==> src/rtl/systolic_a_skew_feeder.sv <==
// A-operand skew feeder for the systolic array: holds a DIM x DIM tile and streams
// it diagonally, lane i lagging lane 0 by i steps, then drains with zeros.

module systolic_a_skew_lane #(
  parameter int BITS_AB  = 8,
  parameter int DIM      = 8,
  parameter int LANE     = 0,
  parameter int ROW_BITS = $clog2(DIM),
  parameter int CNT_BITS = $clog2(2*DIM)
) (
  input  logic [DIM-1:0][BITS_AB-1:0] row_i,
  input  logic [CNT_BITS-1:0]         k_i,
  output logic [BITS_AB-1:0]          elem_o
);
  localparam logic [CNT_BITS-1:0] LANE_K = CNT_BITS'(LANE);
  localparam logic [CNT_BITS-1:0] DIM_K  = CNT_BITS'(DIM);

  logic [CNT_BITS-1:0] col;

  // Column k-i is live only inside the diagonal band; outside it the lane feeds zeros.
  always_comb begin
    col    = k_i - LANE_K;
    elem_o = '0;
    if ((k_i >= LANE_K) && (col < DIM_K)) elem_o = row_i[col[ROW_BITS-1:0]];
  end
endmodule

module systolic_a_skew_feeder #(
  parameter int BITS_AB  = 8,
  parameter int DIM      = 8,
  parameter int ROW_BITS = $clog2(DIM),
  parameter int CNT_BITS = $clog2(2*DIM)
) (
  input  logic                     clk,
  input  logic                     rst_n,
  input  logic                     en,
  input  logic                     WrEn,
  input  logic [ROW_BITS-1:0]      Arow,
  input  logic [DIM*BITS_AB-1:0]   Ain,
  output logic [DIM*BITS_AB-1:0]   Aout,
  output logic                     done
);
  localparam logic [CNT_BITS-1:0] KMAX = CNT_BITS'(2*DIM-1);

  logic [DIM-1:0][DIM-1:0][BITS_AB-1:0] mem_q, mem_d;
  logic [DIM-1:0][BITS_AB-1:0]          aout_q, aout_d, lane_val;
  logic [CNT_BITS-1:0]                  k_q, k_d;
  logic                                 done_q, done_d;

  for (genvar i = 0; i < DIM; i++) begin : g_lane
    systolic_a_skew_lane #(
      .BITS_AB (BITS_AB),
      .DIM     (DIM),
      .LANE    (i),
      .ROW_BITS(ROW_BITS),
      .CNT_BITS(CNT_BITS)
    ) u_lane (
      .row_i (mem_q[i]),
      .k_i   (k_q),
      .elem_o(lane_val[i])
    );
  end

  // A write always wins over a step and rewinds the stream to k=0.
  always_comb begin
    mem_d  = mem_q;
    aout_d = aout_q;
    k_d    = k_q;
    done_d = done_q;
    if (WrEn) begin
      if (int'(Arow) < DIM) mem_d[Arow] = Ain;
      k_d    = '0;
      done_d = 1'b0;
    end else if (en) begin
      aout_d = lane_val;
      if (k_q != KMAX) k_d = k_q + 1'b1;
      done_d = (k_d == KMAX);
    end
  end

  always_ff @(posedge clk or negedge rst_n) begin
    if (!rst_n) begin
      mem_q  <= '0;
      aout_q <= '0;
      k_q    <= '0;
      done_q <= 1'b0;
    end else begin
      mem_q  <= mem_d;
      aout_q <= aout_d;
      k_q    <= k_d;
      done_q <= done_d;
    end
  end

  assign Aout = aout_q;
  assign done = done_q;
endmodule

==> config.mk <==
export PLATFORM = sky130hd
export DESIGN_NAME = systolic_a_skew_feeder
export DESIGN_NICKNAME = d
export VERILOG_FILES = /design/src/rtl/systolic_a_skew_feeder.sv
export SDC_FILE = /design/constraint.sdc
export NUM_CORES = 1
export LEC_CHECK = 0
export ABC_AREA = 0
export BUFFER_PORTS_ARGS = -buffer_cell sky130_fd_sc_hd__buf_4
export CAP_MARGIN = 0
export CORE_AREA = 2 2 220 222
export DETAILED_ROUTE_END_ITERATION = 10
export DIE_AREA = 0 0 222 224
export GPL_TIMING_DRIVEN = 0
export PLACE_DENSITY = 0.77
export SLEW_MARGIN = 20
export SYNTH_ARGS = -nofsm -noshare
export SYNTH_HDL_FRONTEND = slang
export SYNTH_SLANG_ARGS = --single-unit
==> constraint.sdc <==
create_clock -name clk -period 2.9 [get_ports clk]
set_input_delay 0.29 -clock clk [delete_from_list [all_inputs] [get_ports clk]]
set_output_delay 0.29 -clock clk [all_outputs]
set_load 0.005 [all_outputs]
# After elaboration in Yosys (flattened, before gate mapping)

Cells that the tools add are included.

Flip-flop bits (word level): 581
Latch bits: 0
Bits in writable memories: 0
Memory bits (read-only): 0
Word-level logic and storage cells: 156
Memories kept: 0

Add/subtract/negate cells: 8
Multiply operators: 0
Divide/modulo/power cells: 0
Magnitude comparators: 26
Equal/unequal tests: 2
Shift operators: 0
Multiplexer cells: 34
Bitwise gates (word level): 1
Reduce and logical (&&, ||, !) cells: 11

Operators by type and width:

| cell                                                                                | number |
|---|---|
| 512-bit bitwise mux                                                                 | 1 |
| 8-bit binary-select mux with 3-bit select                                           | 8 |
| 64-bit demux with 3-bit select                                                      | 1 |
| 8-bit 2-to-1 mux                                                                    | 16 |
| 64-bit 2-to-1 mux                                                                   | 1 |
| 3-bit by 4-bit < comparator with 1-bit output, second input constant                | 9 |
| 4-bit < comparator, second input constant                                           | 8 |
| 4-bit 2-to-1 mux                                                                    | 5 |
| 4-bit by 3-bit greater-or-equal comparator with 1-bit output, second input constant | 4 |
| 4-bit by 3-bit subtractor with 4-bit output, second input constant                  | 4 |
| 1-bit logical AND                                                                   | 9 |
| 4-bit by 1-bit greater-or-equal comparator with 1-bit output, second input constant | 2 |
| 4-bit by 2-bit greater-or-equal comparator with 1-bit output, second input constant | 2 |
| 4-bit by 2-bit subtractor with 4-bit output, second input constant                  | 2 |
| 4-bit by 1-bit adder with 4-bit output, second input constant                       | 1 |
| 4-bit equality test, second input constant                                          | 1 |
| 4-bit inequality test, second input constant                                        | 1 |
| 4-bit by 1-bit subtractor with 4-bit output, second input constant                  | 1 |
| 3-bit by 1-bit greater-or-equal comparator with 1-bit output, second input constant | 1 |
| 1-bit 2-to-1 mux                                                                    | 2 |
| 2-bit AND reduction                                                                 | 1 |
| 2-bit nonzero test                                                                  | 1 |
| 1-bit NOT                                                                           | 1 |

# Logic depth before layout (Yosys ltp)

Depth after elaboration: 7
Gate-level depth with buffers: 9

# Cells and area by module

A second synthesis with hierarchy kept.

Cells, all modules: 1761
Area, all modules: 26800.7 um2

By module, submodules not included:

| module                                   | times used | cells an instance | area each (um2) | seq. area each (um2) |
|---|---|---|---|---|
| systolic_a_skew_feeder                   | 1          | 1255              | 21660.8         | 14538.9 |
| systolic_a_skew_lane at g_lane[3].u_lane | 1          | 75                | 720.7           | 0.0 |
| systolic_a_skew_lane at g_lane[5].u_lane | 1          | 74                | 699.4           | 0.0 |
| systolic_a_skew_lane at g_lane[7].u_lane | 1          | 81                | 691.9           | 0.0 |
| systolic_a_skew_lane at g_lane[1].u_lane | 1          | 74                | 663.1           | 0.0 |
| systolic_a_skew_lane at g_lane[2].u_lane | 1          | 74                | 645.6           | 0.0 |
| systolic_a_skew_lane at g_lane[6].u_lane | 1          | 51                | 620.6           | 0.0 |
| systolic_a_skew_lane at g_lane[0].u_lane | 1          | 38                | 553.0           | 0.0 |
| systolic_a_skew_lane at g_lane[4].u_lane | 1          | 39                | 545.5           | 0.0 |

# Worst setup path after synthesis

Ideal clock, no wire load.

Path type: reg-to-reg
Start: reg k_q[1]
End: reg aout_q (netlist bit Aout[56])
Setup time: 138 ps
Arrival time: 2218 ps
Slack: 544 ps
Stages on the path, launching flop included: 10
Path buffers: 4
Period minus slack after synthesis: 2356 ps
Cell sequence: dfrtp_1 -> buf_2 -> buf_2 -> inv_1 -> ha_1 -> buf_2 -> buf_2 -> mux4_2 -> mux2i_1 -> o21ai_0

Longest elaborated chain between the ends: 4
Elaborated cells between the ends (all ways): 7

Ends and longest elaborated chain:

| what                                                                                   | RTL line | RTL |
|---|---|---|
| start: declaration                                                                     | 47       | `logic [CNT_BITS-1:0] k_q, k_d;` |
| start signal: assignment                                                               | 90       | `k_q <= k_d;` |
| 4-bit by 3-bit subtractor with 4-bit output                                            | 22       | `col = k_i - LANE_K;` |
| 4-bit < comparator / 8-bit binary-select mux with 3-bit select (equally long branches) | 24       | `if ((k_i >= LANE_K) && (col < DIM_K)) elem_o = row_i[col[ROW_BITS-1:0]];` |
| 1-bit logical AND / 8-bit 2-to-1 mux (equally long branches)                           | 24       |  |
| 8-bit 2-to-1 mux (*)                                                                   | 24       |  |
| end signal: assignment                                                                 | 89       | `aout_q <= aout_d;` |
| end: declaration                                                                       | 46       | `logic [DIM-1:0][BITS_AB-1:0] aout_q, aout_d, lane_val;` |

Every way passes the cells marked *; elsewhere a longest branch is shown, timed or not. The select of a mux whose other input is x is not followed.
A chain may end at the register's enable or synchronous reset.

# Worst setup path after layout

Start: reg k_q[1]
End: reg aout_q (netlist bit Aout[45])

The elaborated chain is that of the path after synthesis.

==> impl_metrics.json <==
{
  "synth_cell_types": 36,
  "die_w_um": 222,
  "grt_pass1_vias": 15945,
  "grt_max_degree": 105,
  "max_slew_margin": 0.366,
  "area_growth_pct": 15.8,
  "path_max_fanout": 10,
  "synth_top_cell_area_share": 0.562,
  "row_count": 80,
  "grt_pass1_wl_um": 108000,
  "routed-via-count": 15320,
  "irDropWorstVdd_v": 0.000410,
  "finalHoldViolCount": 0,
  "synth_area_um2": 25900,
  "start_kind": "register",
  "yosys_warnings": 0,
  "initial_utilization": 0.546,
  "worstMarginPinSlew_ns": 0.947,
  "wire_per_inst_um": 29.8,
  "cts_buffers": 57,
  "clock-sinks": 581,
  "io_buffers": 133,
  "hp-class": "in2reg",
  "timing.fmax_ghz": 0.346,
  "nFillCells": 3392,
  "cts_tree": "yes",
  "drt-pass1-iter-count": 5,
  "setup_viol": 0,
  "drtIter0Drc": 1320,
  "fin_ws_ns": 0.0100,
  "insertion_delay_ns": 0.62,
  "synth-main-ff-cell": "dfrtp_1",
  "fin_nets": 1889,
  "r2r_cells": 8,
  "path_clk_slew_ns": 0.07,
  "synth_edf_count": 0,
  "syn_area_per_cell_um2": 16.2,
  "fin_util": 0.633,
  "drive_gt1_frac": 0.523,
  "seq_area_frac_synth": 0.562,
  "place_worst_setup_slack_ns": -1.01,
  "slew_viol_final": 0,
  "die_h_um": 224,
  "antenna_found_initial": 2,
  "end_kind": "register",
  "postRouteAntennaNets": 0,
  "antenna_cells": 0,
  "pin_count": 136,
  "required_ns": 3.35,
  "coreArea_um2": 47300,
  "multi_input_area_um2": 10600,
  "grt_overflow_total": 0,
  "synth_cells": 1597,
  "drt-total-wl_um": 73400,
  "reg2reg_slack_ns": 0.01,
  "hold_depth": 2,
  "fin_crit_ns": 2.89,
  "fin_hold_ws_ns": 0.0228,
  "p_per_area_nw_per_um2": 763,
  "drv_cap": 0,
  "min_period_over_period": 0.997,
  "ys_async_sr_fraction": 1.00,
  "viasPerCell": 6.22,
  "synth_top_area_cell": "dfrtp_1",
  "syn-num-nets": 1681,
  "power_mw": 22.9,
  "cts-root-buf": "clkbuf_16",
  "drc": 0,
  "power.leakage_nw": 13.0,
  "rsz0062_at_grt": "no",
  "synth_seq_cells": 581,
  "critPathArrivalTime_ns": 3.34,
  "cts.path.max_buffers": 3,
  "place_congestion": 0.829,
  "die-area_um2": 49700,
  "finalClockSkew_ns": 0.0125,
  "regArea_um2": 14500,
  "dp_hpwl_um": 50800,
  "synthTopCellsByArea": "dfrtp_1 56%, mux2_2 21%, mux4_2 11%",
  "htreeDepth": 2,
  "grt.total_usage": 0.303,
  "critical_path_class": "reg2reg",
  "status": "finished, final reports clean"
}
## worst max-delay path, cell delays in order, from the launching register on
cell and delay, ns:
dfrtp_2 0.38, buf_6 0.19, buf_6 0.22, inv_1 0.18
ha_1 0.43, buf_2 0.39, mux4_2 0.42, mux2i_1 0.36
o21ai_0 0.13
## layout by cell type, fill, tap and decap left out, types with 7 or more instances in the layout
master,synthesis,final
dfrtp_1,581,580
mux2_2,491,491
buf_4,15,152
mux4_2,128,128
nand2_1,73,73
o21ai_0,65,65
mux2i_1,65,61
clkbuf_16,0,58
buf_6,41,45
buf_2,34,27
clkbuf_8,0,19
clkbuf_1,8,18
ha_1,13,13
mux2_1,11,11
mux2_4,10,10
dlygate4sd3_1,0,10
nor2_1,9,9
clkinv_2,0,8
a21oi_1,7,7
## metal layers
metal | global-route usage | share of wire | wire length, um
met5 | 0.000978 | 0.00022 | 16
met4 | 0.126 | 0.042 | 3080
met3 | 0.0670 | 0.077 | 5650
met2 | 0.471 | 0.47 | 34500
met1 | 0.419 | 0.41 | 30200
## repair_timing
item	4_1_cts	5_1_grt
buffers inserted	1	0
endpoints found under the hold margin	105	0
gates resized for setup	18	5
hold buffers	10	0
setup endpoints to repair	50	19
## state kept, by name (all words and copies together) (netlist names)
register	cells
mem_q	512
Aout	64
done	1
k_q	4
## synthesized netlist by cell type (2+ instances only)
cell / number
nand2_1: 73
mux4_2: 128
nand4b_1: 4
nor3b_1: 2
o21ai_1: 5
nor2b_1: 2
mux2_4: 10
xor2_4: 2
a21boi_0: 3
mux2_1: 11
xnor2_1: 6
mux2_2: 491
nor2_1: 9
mux2i_1: 65
clkbuf_1: 8
buf_4: 15
dfrtp_1: 581
inv_1: 4
nand3_1: 2
nor3_4: 2
buf_2: 34
buf_6: 41
ha_1: 13
nand2b_1: 4
a21oi_1: 7
o21ai_0: 65
## where the power goes
part	switching (mW)	internal, mW
Clock	3.16	4.59
Combinational	2.07	2.49
Sequential	0.812	9.73
## stage by stage
| stage | instances | setup TNS, ns | cell area (um^2) |
|---|---|---|---|
| after floorplan | 1597 | 0 | 25900 |
| after global placement | 2345 | -2539.46 | 27600 |
| after detailed placement | 2351 | -33.77 | 27800 |
| after CTS | 2465 | 0 | 29900 |
| after global routing | 2465 | 0 | 30000 |
| final | 2465 | 0 | 30000 |
## area by class of cell
cell class / instances / area share
Sequential cell: 581 / 0.485
Inverter: 5 / 0.000627
Clock buffer: 90 / 0.0588
Tap cell: 615 / 0.0257
Buffer: 98 / 0.0272
Clock inverter: 14 / 0.00689
Multi-Input combinational cell: 912 / 0.353
Timing Repair Buffer: 150 / 0.0427
## path summary, 6_finish.rpt
| check | startpoint | to |
|---|---|---|
| worst max-delay path | k_q[1] | Aout[45] |
| worst min-delay path | Ain[7] | mem_q[71] |
| worst max register to register | k_q[1] | Aout[45] |
| worst min register to register | Aout[59] | Aout[59] |
| max in group asynchronous | rst_n | mem_q[386] |
| min in group asynchronous | rst_n | mem_q[34] |
## kinds of logic (layout without fill, tap and decap cells)
family          Yosys count  in the layout  synth area share
compound gates           81             81            0.0161
xor+xnor                  8              8           0.00416
fa+ha+maj                13             13           0.00629
buf+inv                 104            357            0.0308
flops                   581            581             0.562
mux                     705            705             0.361
simple gates            105            105            0.0197
(Power assumes the default switching activity.)
